--- config.mk ---
export PLATFORM = sky130hd
export DESIGN_NAME = lvds_tx_serializer_flat
export DESIGN_NICKNAME = d
export VERILOG_FILES = /design/src/rtl/lvds_tx_serializer_pkg.sv /design/src/rtl/lvds_tx_serializer_if.sv /design/src/rtl/lvds_tx_serializer_obuf.sv /design/src/rtl/lvds_tx_serializer.sv /design/src/flat_wrapper.sv
export SDC_FILE = /design/constraint.sdc
export NUM_CORES = 1
export LEC_CHECK = 0
export CORE_MARGIN = 2
export CORE_UTILIZATION = 39
export DETAILED_ROUTE_END_ITERATION = 12
export PLACE_DENSITY = 0.76
export REMOVE_ABC_BUFFERS = 1
export SKIP_LAST_GASP = 1
export SLEW_MARGIN = 5
export SYNTH_ARGS = -nofsm -noshare
export SYNTH_HDL_FRONTEND = slang
export SYNTH_SLANG_ARGS = --single-unit
--- constraint.sdc ---
create_clock -name clk_i -period 1.2 [get_ports clk_i]
set_input_delay 0.24 -clock clk_i [delete_from_list [all_inputs] [get_ports clk_i]]
set_output_delay 0.24 -clock clk_i [all_outputs]
set_load 0.05 [all_outputs]
--- src/rtl/lvds_tx_serializer_pkg.sv ---
// Shared LVDS pad configuration for the transmit serializer and the differential input path.
// Only the IO standard settings live here; word width and idle word stay with each instance.
package lvds_tx_serializer_pkg;

  localparam string LVDS_OUT_IOSTANDARD = "LVDS_33";
  localparam string LVDS_IN_IOSTANDARD  = "LVDS_33";

endpackage

--- src/rtl/lvds_tx_serializer_if.sv ---
// Word handshake into the serializer: data/valid from upstream, ready marks the word boundary.
// ready is a boundary strobe only; it never stalls, so upstream must have data there or accept idle.
interface lvds_tx_serializer_if #(
  parameter int W = 8
) ();

  logic [W-1:0] data;
  logic         valid;
  logic         ready;

  modport master (output data, output valid, input ready);
  modport slave  (input data, input valid, output ready);

endinterface

--- src/rtl/lvds_tx_serializer_obuf.sv ---
// Differential output buffer wrapper (OBUFDS style): op follows i, on is its complement.
// Behavioral model; the vendor primitive replaces this body in the implementation flow.
module obuf_lvds
  import lvds_tx_serializer_pkg::*;
#(
  parameter string IOSTANDARD = LVDS_OUT_IOSTANDARD
) (
  input  logic i,
  output logic op,
  output logic on
);

  // Only a true differential standard makes sense on this pair.
  if (IOSTANDARD != "LVDS_33") begin : g_bad_std
    $error("obuf_lvds: unsupported IOSTANDARD");
  end

  assign op = i;
  assign on = ~i;

endmodule

--- src/rtl/lvds_tx_serializer.sv ---
// MSB-first W:1 LVDS serializer with a frame pair marking each word's MSB; idle word fills gaps.
// Boundary every W clocks unconditionally; all pad drivers come straight from flops.
module lvds_tx_serializer
  import lvds_tx_serializer_pkg::*;
#(
  parameter int           W         = 8,
  parameter logic [W-1:0] IDLE_WORD = '0
) (
  input  logic                      clk_i,
  input  logic                      rst_i,
  lvds_tx_serializer_if.slave       in_if,
  output logic                      underrun_o,
  output logic                      dp_o,
  output logic                      dn_o,
  output logic                      fp_o,
  output logic                      fn_o
);

  localparam int            CW       = $clog2(W);
  localparam logic [CW-1:0] CNT_LAST = CW'(W - 1);

  logic [W-1:0]  sr_q, sr_d;
  logic [CW-1:0] cnt_q, cnt_d;
  logic          fr_q, fr_d;
  logic          underrun_q, underrun_d;
  logic          boundary;

  // Boundary depends on the counter alone so upstream sees ready regardless of valid.
  assign boundary    = (cnt_q == CNT_LAST);
  assign in_if.ready = boundary;

  always_comb begin
    cnt_d      = cnt_q + CW'(1);
    sr_d       = {sr_q[W-2:0], 1'b0};
    fr_d       = 1'b0;
    underrun_d = 1'b0;
    if (boundary) begin
      cnt_d      = '0;
      sr_d       = in_if.valid ? in_if.data : IDLE_WORD;
      fr_d       = 1'b1;
      underrun_d = ~in_if.valid;
    end
  end

  // Reset parks the counter on a boundary so the first edge afterwards can load a word.
  always_ff @(posedge clk_i) begin
    if (rst_i) begin
      sr_q       <= '0;
      cnt_q      <= CNT_LAST;
      fr_q       <= 1'b0;
      underrun_q <= 1'b0;
    end else begin
      sr_q       <= sr_d;
      cnt_q      <= cnt_d;
      fr_q       <= fr_d;
      underrun_q <= underrun_d;
    end
  end

  assign underrun_o = underrun_q;

  obuf_lvds #(.IOSTANDARD(LVDS_OUT_IOSTANDARD)) u_obuf_data (
    .i  (sr_q[W-1]),
    .op (dp_o),
    .on (dn_o)
  );

  obuf_lvds #(.IOSTANDARD(LVDS_OUT_IOSTANDARD)) u_obuf_frame (
    .i  (fr_q),
    .op (fp_o),
    .on (fn_o)
  );

endmodule

--- src/flat_wrapper.sv ---
// flat-port wrapper written by rule: the top's interface ports become plain ports
module lvds_tx_serializer_flat import lvds_tx_serializer_pkg::*;
#(
  parameter int           W         = 8,
  parameter logic [W-1:0] IDLE_WORD = '0
)
  (clk_i, rst_i, underrun_o, dp_o, dn_o, fp_o, fn_o, in_if_data, in_if_valid, in_if_ready);
  lvds_tx_serializer_if #(.W(W)) in_if_i ();
  input  logic clk_i;
  input  logic rst_i;
  output logic underrun_o;
  output logic dp_o;
  output logic dn_o;
  output logic fp_o;
  output logic fn_o;
  input wire logic [$bits(in_if_i.data)-1:0] in_if_data;
  input wire logic [$bits(in_if_i.valid)-1:0] in_if_valid;
  output wire logic [$bits(in_if_i.ready)-1:0] in_if_ready;
  assign in_if_i.data = in_if_data;
  assign in_if_i.valid = in_if_valid;
  assign in_if_ready = in_if_i.ready;
  lvds_tx_serializer #(.W(W), .IDLE_WORD(IDLE_WORD)) u_core (.clk_i(clk_i), .rst_i(rst_i), .in_if(in_if_i), .underrun_o(underrun_o), .dp_o(dp_o), .dn_o(dn_o), .fp_o(fp_o), .fn_o(fn_o));
endmodule
# Word level (Yosys, flattened, before mapping)
# Cells that the tools add are included.
[word_totals]
ff_bits = 13
input_bits = 11
out_inout_bits = 6
wordCells = 17
[op_classes]
addsub = 1
eq_ne = 1
mux = 4
bitwise = 4
n_reduce_logical = 2
[op_table]
columns = ["op", "count"]
rows = [
  ["2-to-1 mux 8 bit", 2],
  ["NOT 1 bit", 4],
  ["adder 3 x 1 -> 3 bit, second input constant", 1],
  ["== test 3 bit, second input constant", 1],
  ["2-to-1 mux 3 bit", 1],
  ["OR reduction 3 bit", 1],
  ["OR reduction 2 bit", 1],
  ["2-to-1 mux 1 bit", 1],
]

# Logic depth before layout (Yosys ltp)
# Gate-level depths: netlist (run 1).
[logic_depth]
ltp_word = 3
depth_mapped = 5
depth_no_buf = 4

# Hierarchy
# A second synthesis (run 1) with hierarchy kept.
[hier_totals]
cells_unflattened = 37
hier_area_um2 = 442.9
[modules_own_cells]
columns = ["module", "n_inst", "cells_per_inst", "area_each_um2"]
rows = [
  ["lvds_tx_serializer", 1, 33, 420.4],
  ["obuf_lvds", 2, 2, 11.3],
]

# Worst setup path after synthesis (run 1)
# No wires, ideal clock.
[synth_path]
path_kind = "register to register"
start = "register u_core.cnt_q[0]"
end = "register u_core.cnt_q[1]"
setup_time_ns = 0.114
t_arrival_ns = 1.208
required_ns = 1.086
setup_slack_ns = -0.122
path_stages_with_launch = 5
path_buffers = 0
period_less_slack_ns = 1.322
cell_sequence = "dfxtp_1 -> ha_1 -> ha_1 -> inv_1 -> a21o_1"
[synth_between]
elab_chain_cells = 2
elab_cells_between_ends = 3
classes_between = "1 x add/sub; 1 x eq/ne; 1 x mux"
[synth_rtl]
columns = ["element", "line", "rtl"]
rows = [
  ["start, declared", "lvds_tx_serializer.sv:23", "logic [CW-1:0] cnt_q, cnt_d;"],
  ["start signal, assigned", "lvds_tx_serializer.sv:54", "cnt_q <= cnt_d;"],
  ["== test 3 bit", "lvds_tx_serializer.sv:29", "assign boundary = (cnt_q == CNT_LAST);"],
  ["named net in_if_ready", "flat_wrapper.sv:18", "output wire logic [$bits(in_if_i.ready)-1:0] in_if_ready;"],
  ["2-to-1 mux 3 bit", "lvds_tx_serializer.sv:37", "if (boundary) begin"],
]
# The timed path passes the listed nets, and every way through them passes these cells.
# A chain may end at the register's enable or synchronous reset.

# Worst setup path after layout (run 1)
[layout_path]
start = "register u_core.cnt_q[0]"
end = "output in_if_ready"
[layout_between]
elab_chain_cells = 1
[layout_rtl]
columns = ["element", "line"]
rows = [
  ["== test 3 bit", "lvds_tx_serializer.sv:29"],
  ["end, declared", "flat_wrapper.sv:18"],
]
# Every way passes these cells.

==> impl_metrics.prom, run 1 <==
# TYPE chip_impl_metric gauge
chip_impl_info{name="run_status",value="finished, violations left"} 1
chip_impl_info{name="failed_checks",value="negative setup slack"} 1
chip_impl_metric{name="pwr-share-comb",unit=""} 0.419
chip_impl_metric{name="report.final.setup_viol",unit=""} 2
chip_impl_metric{name="vias_per_cell",unit=""} 4.690
chip_impl_metric{name="count_of_vias_placed_by_the_detailed_router",unit=""} 408
chip_impl_metric{name="antenna_cells_inserted",unit=""} 0
chip_impl_metric{name="placement.io_buffers",unit=""} 16
chip_impl_info{name="cts-root-buf",value="sky130_fd_sc_hd__clkbuf_4"} 1
chip_impl_metric{name="die_width",unit="µm"} 42.67
chip_impl_metric{name="synthCells",unit=""} 49
chip_impl_info{name="endpoint_kind",value="primary output"} 1
chip_impl_metric{name="power_density",unit="nW/µm²"} 1508
chip_impl_info{name="hp-class",value="reg -> reg"} 1
chip_impl_metric{name="post_route_cells_drive_above_1_share",unit=""} 0.5694
chip_impl_metric{name="placementRows",unit=""} 13
chip_impl_metric{name="worst_skew_pair.late_latency",unit="ps"} 270
chip_impl_metric{name="sw_frac_of_total",unit=""} 0.3201
chip_impl_metric{name="clock_sink_count",unit=""} 13
chip_impl_metric{name="synth.top_cell.area_share",unit=""} 0.4464
chip_impl_info{name="critical_path.startpoint_type",value="flop"} 1
chip_impl_metric{name="cp_data_arrival_time",unit="ps"} 1070
chip_impl_info{name="synth.area.top_cells",value="sky130_fd_sc_hd__dfxtp_1 45%, sky130_fd_sc_hd__nand3_2 12%, sky130_fd_sc_hd__a21oi_2 11%"} 1
chip_impl_metric{name="worst-endpoint-required",unit="ps"} 960
chip_impl_metric{name="final_nets",unit=""} 87
chip_impl_metric{name="grt_pass1_vias",unit=""} 426
chip_impl_metric{name="timing.final.crit_share",unit=""} 1.096
chip_impl_metric{name="total_leakage_power",unit="nW"} 0.3324
chip_impl_metric{name="antenna_found_initial",unit=""} 0
chip_impl_metric{name="drt_iter0_drc",unit=""} 3
chip_impl_metric{name="post_synthesis_instance_area",unit="µm²"} 583.1
chip_impl_metric{name="post_route_setup_slack",unit="ps"} -114.7
chip_impl_metric{name="grt.overflow.total",unit=""} 0
chip_impl_metric{name="gpl.final_weighted_congestion",unit=""} 0.6179
chip_impl_metric{name="final-instance-count-excl-fill",unit=""} 87
chip_impl_metric{name="fp.coreArea",unit="µm²"} 1350
chip_impl_metric{name="dp_hpwl",unit="µm"} 713.7
chip_impl_metric{name="groute.usage.overall",unit=""} 0.1320
chip_impl_metric{name="postSynthRegisterBits",unit=""} 13
chip_impl_metric{name="floorplan.io_pins",unit=""} 17
chip_impl_metric{name="timing_hold_violations_final",unit=""} 0
chip_impl_metric{name="synth_sequential_area_ratio",unit=""} 0.4464
chip_impl_metric{name="fp.dieArea",unit="µm²"} 1820
chip_impl_metric{name="cts-buffers-inserted",unit=""} 3
chip_impl_info{name="rsz0062_at_grt",value="true"} 1
chip_impl_metric{name="grt_pass1_wl",unit="µm"} 1704
chip_impl_metric{name="placed_cells_incl_taps",unit=""} 82
chip_impl_metric{name="cts.htree.levels",unit=""} 1
chip_impl_metric{name="cell_internal_pwr",unit="W"} 0.0009289
chip_impl_metric{name="hold_ws",unit="ps"} 452.4
chip_impl_metric{name="synthesis.yosys.warnings",unit=""} 0
chip_impl_metric{name="final.min_clock_period",unit="ps"} 1315
chip_impl_metric{name="cts.path.max_buffers",unit=""} 2
chip_impl_metric{name="worst_ir_drop_vdd",unit="µV"} 883.1
chip_impl_metric{name="initial_core_util",unit=""} 0.4319
chip_impl_metric{name="drc_errors",unit=""} 0
chip_impl_metric{name="final_antenna_net_count",unit=""} 0
chip_impl_info{name="cts_tree",value="built"} 1
chip_impl_metric{name="synth_cell_type_count",unit=""} 15
chip_impl_metric{name="routed_wire_length_per_instance",unit="µm"} 11.30
chip_impl_metric{name="report.power.total",unit="W"} 0.001366
chip_impl_metric{name="timing.max_cap.violations",unit=""} 0
chip_impl_metric{name="timing_worst_slew_pin_value",unit="ps"} 172.2
chip_impl_metric{name="aggregate_routed_wire_length",unit="µm"} 983
chip_impl_metric{name="drt_pre_antenna_iters",unit=""} 5
chip_impl_metric{name="final_max_slew_viol_count",unit=""} 0
chip_impl_metric{name="die_height",unit="µm"} 42.67
chip_impl_metric{name="clock_skew",unit="ps"} 2.002
chip_impl_metric{name="seq_power_share",unit=""} 0.385
chip_impl_metric{name="syn_to_final_growth",unit="%"} 55.36
chip_impl_info{name="post-synth-top-area-cell",value="sky130_fd_sc_hd__dfxtp_1"} 1
chip_impl_info{name="layout_common_cells",value="12 x sky130_fd_sc_hd__dfxtp_1, 10 x sky130_fd_sc_hd__clkdlybuf4s50_1"} 1
chip_impl_metric{name="num-fill-cells",unit=""} 109
chip_impl_metric{name="netSwitchingPower",unit="W"} 0.0004374
chip_impl_metric{name="grt_start_max_net_pins",unit=""} 10
chip_impl_metric{name="cts.clk_slew.worst_paths",unit="ps"} 80
chip_impl_metric{name="worst_slew_margin",unit=""} 0.8849
chip_impl_metric{name="pwr-share-clk",unit=""} 0.196
chip_impl_info{name="leading_cell_type_in_the_layout_fill_and_taps_excluded",value="sky130_fd_sc_hd__dfxtp_1"} 1
chip_impl_metric{name="max_freq",unit="MHz"} 760.7
chip_impl_metric{name="synthesis.area_per_instance",unit="µm²"} 11.90
chip_impl_info{name="crit_path_kind",value="reg -> out"} 1
chip_impl_metric{name="crit_fanout",unit=""} 2
==> metrics by stage <==
step	util	worst slack (ps)	setup TNS (ps)	instance area, µm²
6_report	0.6710	-114.7	-121.1	905.9
5_1_grt	0.6710	-150.4	-479.7	905.9
4_1_cts	0.6710	-131.0	-147.6	905.9
3_5_place_dp	0.6209	-43.00	-160.6	838.3
3_3_place_gp	0.6209	0.4298	0	838.3
2_1_floorplan	-	-122.2	-663.8	549.3
==> routing by layer <==
metal,up-vias,global-route usage,wire (µm)
li1,208,-,-
met1,183,0.1417,405
met2,15,0.1970,480
met3,2,0.04255,69
met4,0,0.1313,27
met5,-,0,0
==> sequential cells by signal (all words and copies together) (netlist names) <==
signal,count
u_core.sr_q,8
u_core.fr_q,1
u_core.cnt_q,3
u_core.underrun_o,1
==> synth_stat cells <==
master and number:
sky130_fd_sc_hd__a21oi_2 7, sky130_fd_sc_hd__nor2_1 1, sky130_fd_sc_hd__inv_1 3, sky130_fd_sc_hd__or2_2 1, sky130_fd_sc_hd__nand2b_2 7, sky130_fd_sc_hd__buf_6 1
sky130_fd_sc_hd__nand3_2 7, sky130_fd_sc_hd__a21o_1 1, sky130_fd_sc_hd__and4b_1 1, sky130_fd_sc_hd__dfxtp_1 13, sky130_fd_sc_hd__buf_4 1, sky130_fd_sc_hd__ha_1 3
sky130_fd_sc_hd__nor3b_2 1, sky130_fd_sc_hd__o21bai_1 1, sky130_fd_sc_hd__buf_8 1
==> path summary, 6_finish.rpt <==
path	start	end	slack, ps	cells past startpoint
max	u_core.cnt_q[0]$_SDFF_PP1_	in_if_ready	-110	3
min	u_core.sr_q[4]$_SDFF_PP0_	u_core.sr_q[5]$_SDFF_PP0_	450	2
max reg2reg	u_core.cnt_q[0]$_SDFF_PP1_	u_core.sr_q[7]$_SDFF_PP0_	-10	5
min reg2reg	u_core.sr_q[4]$_SDFF_PP0_	u_core.sr_q[5]$_SDFF_PP0_	450	2
==> power by group through the flow <==
| stage | sequential, W | combinational, W | clock (W) |
|---|---|---|---|
| floorplan | 0.000553 | 0.000246 | 0 |
| global placement | 0.000522 | 0.000517 | 0 |
| detailed placement | 0.000525 | 0.000523 | 0 |
| CTS | 0.000527 | 0.000578 | 0.000287 |
| global route | 0.000531 | 0.000614 | 0.000298 |
| finish | 0.000526 | 0.000573 | 0.000268 |
==> logic make-up (layout without fill, tap and decap cells) <==
logic type	Yosys count	count (layout)	synth area share
fa+ha+maj	3	3	0.06438
buf+inv	6	29	0.07725
simple gates	18	18	0.2811
compound gates	9	9	0.1309
flops	13	13	0.4464
==> worst max-delay path, stage by stage, from the launching register on <==
cell                      delay (ps)
sky130_fd_sc_hd__dfxtp_2         340
sky130_fd_sc_hd__ha_4            160
sky130_fd_sc_hd__ha_4            160
sky130_fd_sc_hd__buf_12          140
==> cell type report <==
type / instances / area (µm²) / share of cell area
inverter: 3 / 11.26 / 0.01243
sequential: 13 / 261.5 / 0.2887
tap: 15 / 18.77 / 0.02072
clock buffer: 4 / 26.28 / 0.02901
timing repair buffer: 22 / 285.3 / 0.3149
multi-input combinational: 30 / 302.8 / 0.3343
==> what timing repair did <==
item,in CTS,in global routing
pin swaps,1,0
resized for setup,7,0
setup buffers,1,0
setup endpoints to repair,8,9
hold buffers,0,0
Power figures use the tool's default switching activity.
==> run 2: changes to the inputs <==
Settings changed: CORE_UTILIZATION 39 to 30, PLACE_DENSITY 0.76 to 0.61.
Clock period 1.2 ns to 1.45 ns, I/O delays scaled along.
==> impl_metrics.prom, run 2 (synthesized netlist as in run 1, its figures left out) <==
# TYPE chip_impl_metric gauge
chip_impl_metric{name="grt.overflow.total",unit=""} 0
chip_impl_metric{name="final-instance-count-excl-fill",unit=""} 94
chip_impl_metric{name="cts.htree.levels",unit=""} 1
chip_impl_metric{name="clock_sink_count",unit=""} 13
chip_impl_metric{name="initial_core_util",unit=""} 0.3270
chip_impl_metric{name="floorplan.io_pins",unit=""} 17
chip_impl_metric{name="report.final.setup_viol",unit=""} 0
chip_impl_metric{name="worst_ir_drop_vdd",unit="µV"} 633.3
chip_impl_metric{name="antenna_found_initial",unit=""} 0
chip_impl_info{name="cts-root-buf",value="sky130_fd_sc_hd__clkbuf_4"} 1
chip_impl_metric{name="final_antenna_net_count",unit=""} 0
chip_impl_metric{name="seq_power_share",unit=""} 0.398
chip_impl_metric{name="dpl_cell_area",unit="µm²"} 835.8
chip_impl_metric{name="fp.coreArea",unit="µm²"} 1783
chip_impl_metric{name="sw_frac_of_total",unit=""} 0.3238
chip_impl_metric{name="crit_fanout",unit=""} 2
chip_impl_metric{name="min_delay_path_depth",unit=""} 2
chip_impl_metric{name="final_nets",unit=""} 84
chip_impl_metric{name="worst_slew_margin",unit=""} 0.7757
chip_impl_info{name="top_regs",value="u_core.sr_q (8), u_core.cnt_q (3)"} 1
chip_impl_metric{name="worst-endpoint-required",unit="ps"} 1160
chip_impl_metric{name="syn_to_final_growth",unit="%"} 52.58
chip_impl_metric{name="layout.cell_area.non_filler",unit="µm²"} 889.6
chip_impl_metric{name="antenna_cells_inserted",unit=""} 0
chip_impl_metric{name="placementRows",unit=""} 15
chip_impl_info{name="run_status",value="finished, final reports clean"} 1
chip_impl_metric{name="gpl.final_weighted_congestion",unit=""} 0.7304
chip_impl_metric{name="timing_hold_violations_final",unit=""} 0
chip_impl_metric{name="count_of_vias_placed_by_the_detailed_router",unit=""} 396
chip_impl_metric{name="clock_skew",unit="ps"} 3.912
chip_impl_info{name="cts_tree",value="built"} 1
chip_impl_metric{name="groute.usage.overall",unit=""} 0.09091
chip_impl_metric{name="fin_util",unit=""} 0.4989
chip_impl_metric{name="worst_path_largest_cell_delay",unit="ps"} 340
chip_impl_metric{name="final_max_slew_viol_count",unit=""} 0
chip_impl_metric{name="cts.path.max_buffers",unit=""} 2
chip_impl_metric{name="worst_skew_pair.late_latency",unit="ps"} 270
chip_impl_metric{name="largest_register_ffs",unit=""} 8
chip_impl_metric{name="final.min_clock_period",unit="ps"} 1380
chip_impl_metric{name="ff2ff_path_depth",unit=""} 4
chip_impl_metric{name="timing.max_cap.violations",unit=""} 0
chip_impl_metric{name="grt_pass1_wl",unit="µm"} 1435
chip_impl_metric{name="post_route_cells_drive_above_1_share",unit=""} 0.5507
chip_impl_metric{name="dp_hpwl",unit="µm"} 709.4
chip_impl_metric{name="placed_cells_incl_taps",unit=""} 90
chip_impl_metric{name="cts.clk_slew.worst_paths",unit="ps"} 80
chip_impl_info{name="critical_path.startpoint_type",value="flop"} 1
chip_impl_metric{name="fp.dieArea",unit="µm²"} 2312
chip_impl_metric{name="grt_start_max_net_pins",unit=""} 18
chip_impl_metric{name="grt_pass1_vias",unit=""} 349
chip_impl_metric{name="drt_iter0_drc",unit=""} 3
chip_impl_info{name="hp-class",value="reg -> reg"} 1
chip_impl_info{name="leading_cell_type_in_the_layout_fill_and_taps_excluded",value="sky130_fd_sc_hd__dfxtp_1"} 1
chip_impl_metric{name="die_height",unit="µm"} 48.09
chip_impl_metric{name="cell_internal_pwr",unit="W"} 0.0007371
chip_impl_metric{name="power_density",unit="nW/µm²"} 1225
chip_impl_info{name="rsz0062_at_grt",value="false"} 1
chip_impl_metric{name="drc_errors",unit=""} 0
chip_impl_metric{name="placement.io_buffers",unit=""} 16
chip_impl_metric{name="finalSetupTns",unit="ps"} 0
chip_impl_metric{name="aggregate_routed_wire_length",unit="µm"} 942
chip_impl_metric{name="vias_per_cell",unit=""} 4.213
chip_impl_info{name="crit_path_kind",value="reg -> out"} 1
chip_impl_metric{name="pwr-share-comb",unit=""} 0.401
chip_impl_metric{name="die_width",unit="µm"} 48.09
chip_impl_metric{name="cts-buffers-inserted",unit=""} 3
chip_impl_metric{name="timing_worst_slew_pin_value",unit="ps"} 336.5
chip_impl_metric{name="cp_data_arrival_time",unit="ps"} 1090
chip_impl_info{name="layout_common_cells",value="13 x sky130_fd_sc_hd__dfxtp_1, 10 x sky130_fd_sc_hd__clkdlybuf4s50_1"} 1
chip_impl_metric{name="hold_ws",unit="ps"} 450.8
chip_impl_metric{name="routed_wire_length_per_instance",unit="µm"} 10.02
chip_impl_metric{name="netSwitchingPower",unit="W"} 0.0003530
chip_impl_metric{name="cts_setup_buffers",unit=""} 0
chip_impl_metric{name="cts_hold_buf",unit=""} 0
chip_impl_metric{name="pwr-share-clk",unit=""} 0.201
chip_impl_metric{name="max_freq",unit="MHz"} 724.6
chip_impl_info{name="crit_chain",value="ha_4, ha_4, buf_12"} 1
chip_impl_metric{name="timing.final.crit_share",unit=""} 0.9518
chip_impl_metric{name="total_leakage_power",unit="nW"} 0.3140
chip_impl_info{name="endpoint_kind",value="primary output"} 1
chip_impl_info{name="slowest_cp_cell",value="sky130_fd_sc_hd__dfxtp_1"} 1
chip_impl_metric{name="drt_pre_antenna_iters",unit=""} 2
chip_impl_info{name="largest-register",value="u_core.sr_q"} 1
chip_impl_info{name="cp_common_cell",value="sky130_fd_sc_hd__ha_4"} 1
## run 2: cell types whose count changed in the layout (fill, tap and decap cells not counted), sizes merged
cell,delta
buf,-3
## run 2: worst max-delay path, delay by kind of cell (launching register included)
family,cells,cell delay [ps]
buffers and inverters,1,140
flip-flops,1,340
adder cells (fa/ha/maj),2,340
## run 2: worst paths after layout
path	startpoint	to	slack [ps]
min reg2reg	u_core.sr_q[2]$_SDFF_PP0_	u_core.sr_q[3]$_SDFF_PP0_	450
max reg2reg	u_core.cnt_q[0]$_SDFF_PP1_	u_core.sr_q[4]$_SDFF_PP0_	180
min	u_core.sr_q[2]$_SDFF_PP0_	u_core.sr_q[3]$_SDFF_PP0_	450
max	u_core.cnt_q[0]$_SDFF_PP1_	in_if_ready	70
## run 2: timing repair
| action | CTS | global route |
|---|---|---|
| setup endpoints to repair | 8 | 1 |
| gates cloned | 0 | 0 |
| pin swaps | 0 | 1 |
| gates resized for setup | 2 | 3 |
## run 2: per-layer routing
| layer | GRT usage | vias to the layer above | wire, µm |
|---|---|---|---|
| met5 | 0 | - | 0 |
| met4 | 0.04865 | 0 | 21 |
| met3 | 0.03774 | 2 | 67 |
| met2 | 0.1360 | 13 | 436 |
| met1 | 0.1104 | 178 | 416 |
| li1 | - | 203 | - |
## run 2: area by class of cell
cell class | instances | area, µm²
sequential | 13 | 260.3
multi-input combinational | 30 | 305.3
fill | 168 | 893.4
timing repair buffer | 19 | 255.2
clock buffer | 4 | 26.28
tap | 25 | 31.28
inverter | 3 | 11.26
## run 2: stage by stage
| step | setup WS [ps] | total power (W) |
|---|---|---|
| after floorplan | 127.8 | 0.0006609 |
| after detailed placement | -0.3060 | 0.0008461 |
| after global placement | 19.36 | 0.0008431 |
| after CTS | -2.658 | 0.001074 |
| after global routing | 26.02 | 0.001151 |
| final | 69.91 | 0.001090 |
## run 2: power by group through the flow
stage	Clock (W)	Sequential, W	Combinational [W]
floorplan	0	0.000458	0.000203
global placement	0	0.000431	0.000412
detailed placement	0	0.000433	0.000413
CTS	0.000227	0.000425	0.000422
global route	0.000244	0.000437	0.000470
finish	0.000219	0.000434	0.000437
